--- src/rtl/key_repeat_pkg.sv ---
// Shared types and constants for the key auto-repeat pulse generator.
package key_repeat_pkg;

  // FSM states of the repeat generator
  typedef enum logic [1:0] {
    IDLE   = 2'd0,
    DAS    = 2'd1,
    REPEAT = 2'd2
  } state_e;

  localparam int DAS_FRAMES_DEF = 10;
  localparam int ARR_FRAMES_DEF = 3;
  localparam int CNT_W_DEF      = 5;
  localparam int REPEAT_CNT_W   = 8;

  // Saturating increment for the repeat status counter
  function automatic logic [REPEAT_CNT_W-1:0] sat_inc(input logic [REPEAT_CNT_W-1:0] v);
    logic [REPEAT_CNT_W-1:0] r;
    if (v == {REPEAT_CNT_W{1'b1}}) begin
      r = v;
    end else begin
      r = v + {{(REPEAT_CNT_W-1){1'b0}}, 1'b1};
    end
    return r;
  endfunction

endpackage

--- src/rtl/key_repeat_gen_frame_counter.sv ---
// Frame counter shared by the DAS and REPEAT phases: counts enabled ticks,
// flags the tick that reaches the terminal value and self-clears on it.
module frame_counter
  import key_repeat_pkg::*;
#(
  parameter int CNT_W = CNT_W_DEF
) (
  input  logic             clock,
  input  logic             resetn,
  input  logic             clear_i,
  input  logic             tick_i,
  input  logic [CNT_W-1:0] term_i,
  output logic             term_o
);

  logic [CNT_W-1:0] count_q;
  logic [CNT_W-1:0] count_d;
  logic [CNT_W-1:0] count_inc_s;

  assign count_inc_s = count_q + {{(CNT_W-1){1'b0}}, 1'b1};

  // Terminal flag: this tick brings the count up to the terminal value
  always_comb begin
    term_o = 1'b0;
    if (tick_i && (count_inc_s == term_i)) begin
      term_o = 1'b1;
    end else begin
      term_o = 1'b0;
    end
  end

  // Next count: clear wins, terminal tick restarts, other ticks increment
  always_comb begin
    count_d = count_q;
    if (clear_i || term_o) begin
      count_d = {CNT_W{1'b0}};
    end else if (tick_i) begin
      count_d = count_inc_s;
    end else begin
      count_d = count_q;
    end
  end

  // Count register with synchronous active-low reset
  always_ff @(posedge clock) begin
    if (!resetn) begin
      count_q <= {CNT_W{1'b0}};
    end else begin
      count_q <= count_d;
    end
  end

endmodule

--- src/rtl/key_repeat_gen.sv ---
// Per-button action-pulse generator: one pulse on press, then auto-repeat
// pulses after a delayed-auto-shift interval, both measured in frame ticks.
// Optional build macro KEY_REPEAT_STATUS_EN adds the repeat_cnt status output.
module key_repeat_gen
  import key_repeat_pkg::*;
#(
  parameter int DAS_FRAMES = DAS_FRAMES_DEF,
  parameter int ARR_FRAMES = ARR_FRAMES_DEF,
  parameter int CNT_W      = CNT_W_DEF
) (
  input  logic                    clock,
  input  logic                    resetn,
  input  logic                    key_level,
  input  logic                    tick_input,
  input  logic                    enable,
  output logic                    pulse_out,
`ifdef KEY_REPEAT_STATUS_EN
  output logic                    held,
  output logic [REPEAT_CNT_W-1:0] repeat_cnt
`else
  output logic                    held
`endif
);

  localparam logic [CNT_W-1:0] DAS_TERM = CNT_W'(DAS_FRAMES);
  localparam logic [CNT_W-1:0] ARR_TERM = CNT_W'(ARR_FRAMES);

  state_e           state_q;
  state_e           state_d;
  logic             key_prev_q;
  logic             pulse_q;
  logic             pulse_d;
  logic             held_q;
  logic             press_s;
  logic             cnt_tick_s;
  logic             cnt_clear_s;
  logic             cnt_term_s;
  logic [CNT_W-1:0] cnt_term_val_s;
  logic             rep_inc_s;
  logic             rep_clr_s;

  assign press_s = key_level & ~key_prev_q;

  // Only ticks seen while holding in an active phase advance the counter
  assign cnt_tick_s = tick_input & key_level & enable & (state_q != IDLE);

  // Terminal value follows the phase being timed
  always_comb begin
    cnt_term_val_s = ARR_TERM;
    if (state_q == DAS) begin
      cnt_term_val_s = DAS_TERM;
    end else begin
      cnt_term_val_s = ARR_TERM;
    end
  end

  frame_counter #(
    .CNT_W(CNT_W)
  ) u_frame_counter (
    .clock  (clock),
    .resetn (resetn),
    .clear_i(cnt_clear_s),
    .tick_i (cnt_tick_s),
    .term_i (cnt_term_val_s),
    .term_o (cnt_term_s)
  );

  // Next-state and pulse decision; release and disable win over any tick
  always_comb begin
    state_d     = state_q;
    pulse_d     = 1'b0;
    cnt_clear_s = 1'b0;
    rep_inc_s   = 1'b0;
    rep_clr_s   = 1'b0;
    case (state_q)
      IDLE: begin
        cnt_clear_s = 1'b1;
        if (enable && press_s) begin
          state_d   = DAS;
          pulse_d   = 1'b1;
          rep_clr_s = 1'b1;
        end else begin
          state_d = IDLE;
        end
      end
      DAS: begin
        if (!enable || !key_level) begin
          state_d     = IDLE;
          cnt_clear_s = 1'b1;
        end else if (cnt_term_s) begin
          state_d   = REPEAT;
          pulse_d   = 1'b1;
          rep_inc_s = 1'b1;
        end else begin
          state_d = DAS;
        end
      end
      REPEAT: begin
        if (!enable || !key_level) begin
          state_d     = IDLE;
          cnt_clear_s = 1'b1;
        end else if (cnt_term_s) begin
          state_d   = REPEAT;
          pulse_d   = 1'b1;
          rep_inc_s = 1'b1;
        end else begin
          state_d = REPEAT;
        end
      end
      default: begin
        state_d     = IDLE;
        cnt_clear_s = 1'b1;
      end
    endcase
  end

  // State, edge-detect history and registered outputs
  always_ff @(posedge clock) begin
    if (!resetn) begin
      state_q    <= IDLE;
      key_prev_q <= 1'b0;
      pulse_q    <= 1'b0;
      held_q     <= 1'b0;
    end else begin
      state_q    <= state_d;
      key_prev_q <= key_level;
      pulse_q    <= pulse_d;
      held_q     <= (state_d != IDLE);
    end
  end

  assign pulse_out = pulse_q;
  assign held      = held_q;

`ifdef KEY_REPEAT_STATUS_EN
  logic [REPEAT_CNT_W-1:0] repeat_cnt_q;
  logic [REPEAT_CNT_W-1:0] repeat_cnt_d;

  // Repeat count: cleared on a new press, saturating bump on each repeat
  always_comb begin
    repeat_cnt_d = repeat_cnt_q;
    if (rep_clr_s) begin
      repeat_cnt_d = {REPEAT_CNT_W{1'b0}};
    end else if (rep_inc_s) begin
      repeat_cnt_d = sat_inc(repeat_cnt_q);
    end else begin
      repeat_cnt_d = repeat_cnt_q;
    end
  end

  // Repeat count register
  always_ff @(posedge clock) begin
    if (!resetn) begin
      repeat_cnt_q <= {REPEAT_CNT_W{1'b0}};
    end else begin
      repeat_cnt_q <= repeat_cnt_d;
    end
  end

  assign repeat_cnt = repeat_cnt_q;
`else
  logic unused_status_s;
  assign unused_status_s = rep_inc_s ^ rep_clr_s;
`endif

endmodule

--- config.mk ---
export PLATFORM = sky130hd
export DESIGN_NAME = key_repeat_gen
export DESIGN_NICKNAME = d
export VERILOG_FILES = /design/src/rtl/key_repeat_pkg.sv /design/src/rtl/key_repeat_gen_frame_counter.sv /design/src/rtl/key_repeat_gen.sv
export SDC_FILE = /design/constraint.sdc
export NUM_CORES = 1
export LEC_CHECK = 0
export CORE_MARGIN = 2
export CORE_UTILIZATION = 40
export CTS_CLUSTER_DIAMETER = 150
export DETAILED_ROUTE_END_ITERATION = 10
export PLACE_DENSITY = 0.62
export SYNTH_ARGS = -nofsm -noshare
export SYNTH_HDL_FRONTEND = slang
export SYNTH_HIERARCHICAL = 1
export SYNTH_SLANG_ARGS = --single-unit
--- constraint.sdc ---
create_clock -name clock -period 2.5 [get_ports clock]
set_clock_uncertainty 0.05 [all_clocks]
set_input_delay 0.25 -clock clock [delete_from_list [all_inputs] [get_ports clock]]
set_output_delay 0.25 -clock clock [all_outputs]
set_load 0.005 [all_outputs]
==> reports/summary.md, run 1 <==
The worst hold path was traced through 2 stages. In the routed layout, each cell is associated on average with a via count of 4.98. The run gives 2 as the buffer depth of the longest clock path. The number of routed nets with antenna violations is 0, and the fraction of the mapped netlist area in compound gates is 3.99%. Detailed placement finished with a half-perimeter wire length of 726 um. The logs give 1 for the depth of the CTS H-tree and 43.3% for the part of the power in the clock network. The logs give 0 for the number of antenna repair diodes and 949 um for the total routed wirelength.

For the worst-skew pair, the clock arrives at the later sink with an insertion delay of 0.27 ns. Synthesis inferred 10 register bits. The ratio of cells with drive above 1 in the final layout came out at 12.5%.

The tools report the endpoint of the worst hold path as state_q[0]. The die width was 42.6 um; the cell count after synthesis was 62. The total global routing track utilization came out at 13.3%. Cells fill 52.8% of the core in the end. Clock-pin slew was measured on the worst setup and hold paths at 0.07 ns. The startpoint of the worst register-to-register path was state_q[0]. In this run the cell area of the synthesized design comes to 596 um2. The final worst-path cycle share was 78.9%.

The tools report the total iterations of the first detailed-routing run as 4. The area share of fa/ha/maj cells after synthesis is 12.6%. The signal arrival time at the worst endpoint was 2.09 ns. Summing the areas of all xor and xnor instances in the mapped netlist gives 17.6% of the synthesized area. The synthesis warning total came out at 6.

The type of element launching the critical path was a flop. TritonCTS built the clock tree. After routing, the total negative slack on setup checks comes to 0 ns. Setup violations remaining at the end of the flow were counted as 0. The design draws 339 uW. The number of core rows was 13; the distinct cell type count of the synthesized netlist was 21. Input and output buffers added on the ports amount to 6. The post-synthesis area per instance was 9.61 um2; the number of buffers added by the clock tree synthesis step was 3. The startpoint identified for the worst hold timing path is key_prev_q. In this run the worst hold path is classified as flop to flop. The net count of the finished layout is 84.

Once the clock tree was built, the resizer swapped 0 gates to a different size. The first global-routing pass estimated 1660 um of wire. STA puts the critical path data required time at 2.61 ns.

On the final layout, the worst hold slack is 0.500 ns. Summing all flip-flop and latch instances after layout gives 200 um2. Endpoint type of the worst setup path: a flop.

Dividing the detail-routed wire length by the instance count gives 10.9 um. The worst register-to-register path ends at state_q[0]. For this run, the slowest stage of the critical path takes 0.50 ns. The clock net in this run drives a total of 10 sinks.

The setup fix buffers added after clock tree synthesis was 0. Across all register-to-register paths, the minimum setup slack is 0.53 ns. The number of hold violations in the final report was 0; the relative contribution of sequential cells to total power was 48.1%.

The total internal power was 266 uW. The multiplexer fraction of the synthesized cell area was 1.68%. The portion of total power attributed to combinational logic is 8.7%. The run gives 44.1% as the effective utilization at floorplan. The tools report the highest ir drop seen on vdd as 0.245 mV.

The proportion of synthesized chip area in sequential cells came out at 33.6%. Derived from the worst setup path, the maximum achievable clock frequency is 0.507 GHz. Dominant combinational cell family by area after synthesis: simple AND/OR/NAND/NOR gates. The run gives 73.3 uW as the net switching component of the power.

The routed layout has 433 vias. The die outline height is 42.6 um. Of the total synthesized cell area, the portion taken by AND, OR, NAND and NOR gates is 25.8%. The total of fill cells in the finished design is 135, and the setup slack after placement is 0.431 ns. The path type of the worst setup path was flop to flop. The total area inside the core boundary comes to 1350 um2. After layout, the worst setup slack is 0.527 ns.

The cell sitting at the root of the clock tree is a clkbuf_4. The tools report the remaining design rule violation count as 0. For this design the top-level I/O count stands at 7. The area added between synthesis and finish is 19.7%.

Entering global routing, the biggest net connects 9 pins. Setup repair after global routing left no endpoint under its margin. The run gives 0 as the number of violations of the max-capacitance limit. The run finished with clean final reports. Net switching is 21.6% of the power. The number of cells on the worst reg-to-reg path is 7.

The initial antenna violation count is 0, and the post-route minimum period is 1.97 ns. For this design the ratio of total power to cell area is 476 nW/um2. For this design, the slowest cell found on the critical path is nor4_4. In this run the static leakage power is 0.274 nW.

The tools report the violation count after the first detailed-routing iteration as 8. Of all nets on the critical path, the largest fanout is 8. The full die area is 1810 um2, and the sum of overflow across all layers after global routing is 0. Traced cell by cell, the critical path runs through inv_1 > ha_1 > and4b_1 > nand3_1 > nor4_4 > nand2b_1 > a21oi_2.

The area of the multi-input gates is 379 um2, and the number of slew-limit violations in the final report is 0. For the final weighted congestion in routability-driven placement, the log shows 0.724. For this design, the CTS-stage hold fixing added 0 buffers. Via count of the first global-routing pass: 368.
[cell type report]
type	instances	share of cell area, %
inverters	3	1.58
clock buffers	4	5.09
multi-input cells	48	53.2
well taps	15	2.63
repair buffers	7	9.47
flip-flops and latches	10	28.1
[power groups by stage]
stage | logic [mW] | clock network [mW] | registers, mW
after detailed placement | 0.0295 | 0 | 0.167
after floorplan | 0.0159 | 0 | 0.167
after CTS | 0.0296 | 0.153 | 0.163
after global placement | 0.0294 | 0 | 0.167
final | 0.0294 | 0.147 | 0.163
after global routing | 0.0323 | 0.167 | 0.163
[state kept, by name (all words and copies together) (netlist names)]
signal and flops:
held 1, key_prev_q 1, pulse_out 1, state_q 2, u_frame_counter/count_q 5
[cell usage in the layout (no fill, tap or decap)]
cell type	instances
dfxtp_1	10
ha_1	6
clkdlybuf4s50_1	6
xnor2_1	6
xor2_1	6
nor3_1	5
nand3_1	4
inv_1	3
nand2b_1	3
a21oi_1	3
clkbuf_4	3
conb_1	3
nor2_1	2
nand2_1	2
nand4_1	2
and4b_1	1
nand4b_4	1
a21oi_2	1
and2_2	1
clkbuf_8	1
nor4_4	1
mux2i_1	1
buf_4	1
[stage by stage]
| step | instances | cell area (um2) |
|---|---|---|
| after detailed placement | 83 | 677 |
| after CTS | 87 | 713 |
| after global routing | 87 | 713 |
| after global placement | 83 | 677 |
| final | 87 | 713 |
| after floorplan | 63 | 599 |
[logic make-up (layout without fill, tap and decap cells)]
group,Yosys count,after routing
buffers and inverters,5,14
DFF,10,10
muxes,1,1
adders and majority gates,6,6
xor gates and xnor gates,12,12
other,2,3
AOI/OAI and AO/OA,4,4
and+or+nand+nor,22,22
[worst max-delay path by stage]
stage / start / endpoint / depth (start not counted)
final: state_q[0] / state_q[0] / 7
after global routing: state_q[0] / state_q[0] / 7
after CTS: state_q[0] / state_q[0] / 7
after detailed placement: key_level / state_q[0] / 6
after global placement: key_level / state_q[0] / 6
after floorplan: state_q[0] / state_q[0] / 8
[layer usage]
metal	part of all wire, %	GRT usage [%]	vias up	wire length [um]
met3	4.4	3.88	4	42
met5	0	0	-	0
met4	3.1	11.3	0	29
met1	51	17.2	191	484
met2	41	17.5	14	393
li1	-	-	224	-
[synth_stat cells (all sizes together)]
master   n  area, um2
a21oi    4       23.8
and2     1       7.51
and4b    1       10.0
buf      1       5.00
clkbuf   1       3.75
conb     2       7.51
dfxtp   10        200
ha       6       75.1
inv      3       11.3
mux2i    1       10.0
nand2    2       7.51
nand2b   3       18.8
nand3    4       20.0
nand4    2       12.5
nand4b   1       23.8
nor2     2       7.51
nor3     5       25.0
nor4     1       21.3
xnor2    6       52.6
xor2     6       52.6
[critical path: cells and delay by family, from the launching register on]
family,cells,cell delay (ns)
simple gates,4,1.06
flops,1,0.40
fa+ha+maj,1,0.22
buf+inv,1,0.08
compound gates,1,0.05
Power figures use the tool's default switching activity.
==> run 2: changes to the inputs <==
Clock period 2.5 ns to 2.06 ns, I/O delays scaled along.
==> run 2 against run 1 <==
Fmax is 9.1% higher. Sequential power is 21% higher. Power is 21% higher. Largest cell class unchanged.
==> reports/summary.md, run 2 (synthesized netlist as in run 1, its figures left out) <==
The worst register-to-register path ends at u_frame_counter/count_q[4]. The via count of the first global-routing pass was 395; the total global routing track utilization was 12.7%. The initial antenna violation count came out at 0. Port buffering added 6 buffers. Post-CTS repair changed the size of 0 cells. The tools report the detailed placer's ending HPWL as 783 um.

The tools report the full die area as 1810 um2. OpenSTA, run right after detailed placement, puts the worst setup slack at 0.259 ns. The register with the most flip-flops in the layout has 5 of them. Placeable core region: 1350 um2.

Excluding fillers, the count of instances in the completed layout stands at 90. The placed cell count came out at 86. The tools report the worst setup path startpoint as state_q[0]. The top cell types in the final layout, fill and taps aside, are dfxtp_1, ha_1, clkdlybuf4s50_1, xnor2_1, xor2_1.

The slowest stage of the critical path is the dfxtp_1 cell. The path type of the worst setup path is flop to flop. The logic depth of the worst path, buffers included was 7. The final worst-path cycle share came out at 87.8%.

The flow ran to the end, and the final reports show no timing, DRC or antenna violations. The critical path goes through inv_1 > ha_1 > and4b_1 > nand3_1 > nor4_4 > buf_4 > nor3_1. Setup fix buffers added after clock tree synthesis: 0. The summed negative setup slack over all endpoints came out at 0 ns. Setup repair after global routing left no endpoint under its margin.

For this block, the initial DRC count from the detailed router was 8. The number of hold violations in the final report was 0. More flip-flops sit in one register than any other, and that register is u_frame_counter/count_q. After detailed routing, the total wire length is 1010 um.

The number of clock buffers added by TritonCTS is 3. Clock tree synthesis found a total of 10 sinks. The clock edge transition at the registers on the reported setup and hold paths came out at 0.07 ns. The buffer depth of the longest clock path came out at 2. At the end of the flow, the number of nets in the layout was 87. At the later pin of the worst-skew pair, clock insertion delay measures 0.25 ns. The tightest min-delay check is of the flop to flop type. The sum of overflow across all layers after global routing was 0; the biggest cell delay along the critical path was 0.39 ns. The worst-case IR drop observed on VDD is 0.339 mV. TritonCTS built the clock tree.

Cells with a size suffix above 1 make up 16.0% of the layout. The post-route minimum period works out to 1.81 ns. The number of stages on the worst hold path was 2. The power per cell area is 557 nW/um2. The startpoint identified for the worst register-to-register timing path is state_q[0]. The number of core rows is 13. The die outline height was 42.6 um. Max-cap violations in this run came to 0. Counting cells, the worst reg-to-reg path comes to 7.

Setup violations remaining at the end of the flow were counted as 0. The tools report the clock root buffer as clkbuf_4. The first global-routing pass estimated 1680 um of wire. The depth of the CTS H-tree is 1. The worst setup path is launched from a flop.

The pin count of the biggest net entering global routing is 7, and the remaining design rule violation count is 0. The number of buffer and inverter stages on the critical path works out to 2. In this design, the largest share of critical-path delay is due to simple AND/OR/NAND/NOR gates. Worst setup margin: 0.252 ns. 7 I/O pins were placed. Summed over all cells, the static leakage comes to 0.289 nW. The detailed router placed 431 vias in this run.

After detailed routing, the number of vias per cell comes to 4.79. The tools report the number of slew-limit violations in the final report as 0. The register-to-register path setup slack is 0.25 ns. Of all nets on the critical path, the largest fanout is 5.

Data on the critical path arrives at its endpoint at 1.90 ns. The mean routed wirelength per cell was 11.2 um. For this configuration, the core starts out at a cell density of 44.1%. Static timing analysis puts the maximum clock frequency at 0.553 GHz. The final weighted congestion in routability-driven placement was 0.814. Leaving out fill and tap cells, the most frequent cell in the layout is dfxtp_1. In this run the worst setup path terminates at u_frame_counter/count_q[4]. After clock tree synthesis, the flow added hold-fix buffers numbering 0. The first TritonRoute pass finished after 4 iterations. The tools report the smallest hold slack as 0.519 ns. The die is 42.6 um wide. The area added between synthesis and finish was 23.5%. In the final layout, the registers with the most flip-flops are u_frame_counter/count_q (5), state_q (2). The logs give 0 for the number of antenna repair diodes and 2.15 ns for the required time of the worst setup path. In this run the most critical hold path is launched from u_frame_counter/count_q[1]. The detail route stage leaves a number of antenna-violating nets equal to 0. Counting the fill cells in the layout gives 131. The worst setup path is captured at a flop.
==> run 2: changes by cell type in the layout (fill, tap and decap cells not counted) <==
| cell | change |
|---|---|
| buf_4 | +3 |
==> run 2: worst register-to-register path: stages, from the launching register on <==
cell and delay, ns:
dfxtp_1 0.39, inv_1 0.08, ha_1 0.21, and4b_1 0.27, nand3_1 0.11, nor4_4 0.34
buf_4 0.19, nor3_1 0.05
==> run 2: layer usage <==
layer / share of wire, % / up-vias / wire length, um / track usage, %
li1: - / 232 / - / -
met1: 52 / 189 / 525 / 18.2
met2: 43 / 8 / 432 / 18.2
met3: 4.3 / 2 / 43 / 2.59
met4: 0.99 / 0 / 10 / 5.63
met5: 0 / - / 0 / 0
==> run 2: power breakdown <==
part / internal [mW] / leakage [nW] / switching (mW)
Combinational: 0.0214 / 0.187 / 0.0182
Clock: 0.107 / 0.0210 / 0.0654
Sequential: 0.196 / 0.0811 / 0.00144
Total: 0.325 / 0.289 / 0.0850
==> run 2: through the flow <==
| step | util, % | total power [mW] | area [um2] |
|---|---|---|---|
| 2_1_floorplan | - | 0.222 | 599 |
| 3_3_place_gp | 51.8 | 0.241 | 699 |
| 3_5_place_dp | 51.8 | 0.241 | 699 |
| 4_1_cts | 54.5 | 0.418 | 736 |
| 5_1_grt | 54.5 | 0.436 | 736 |
| 6_report | 54.5 | 0.410 | 736 |
==> run 2: cell type report <==
class                           instances  area (um2)  area share, %
Tap cell                               15        18.8           2.55
Sequential cell                        10         200           27.2
Timing Repair Buffer                   10        90.1           12.2
Multi-Input combinational cell         48         379           51.5
Inverter                                3        11.3           1.53
Clock buffer                            4        36.3           4.93
==> run 2: worst min-delay path by stage <==
| stage | to | slack, ns |
|---|---|---|
| 2_1_floorplan | key_prev_q | 0.29 |
| 3_3_place_gp | u_frame_counter/count_q[1] | 0.50 |
| 3_5_place_dp | u_frame_counter/count_q[1] | 0.50 |
| 4_1_cts | u_frame_counter/count_q[1] | 0.52 |
| 5_1_grt | u_frame_counter/count_q[1] | 0.56 |
| 6_report | u_frame_counter/count_q[1] | 0.52 |
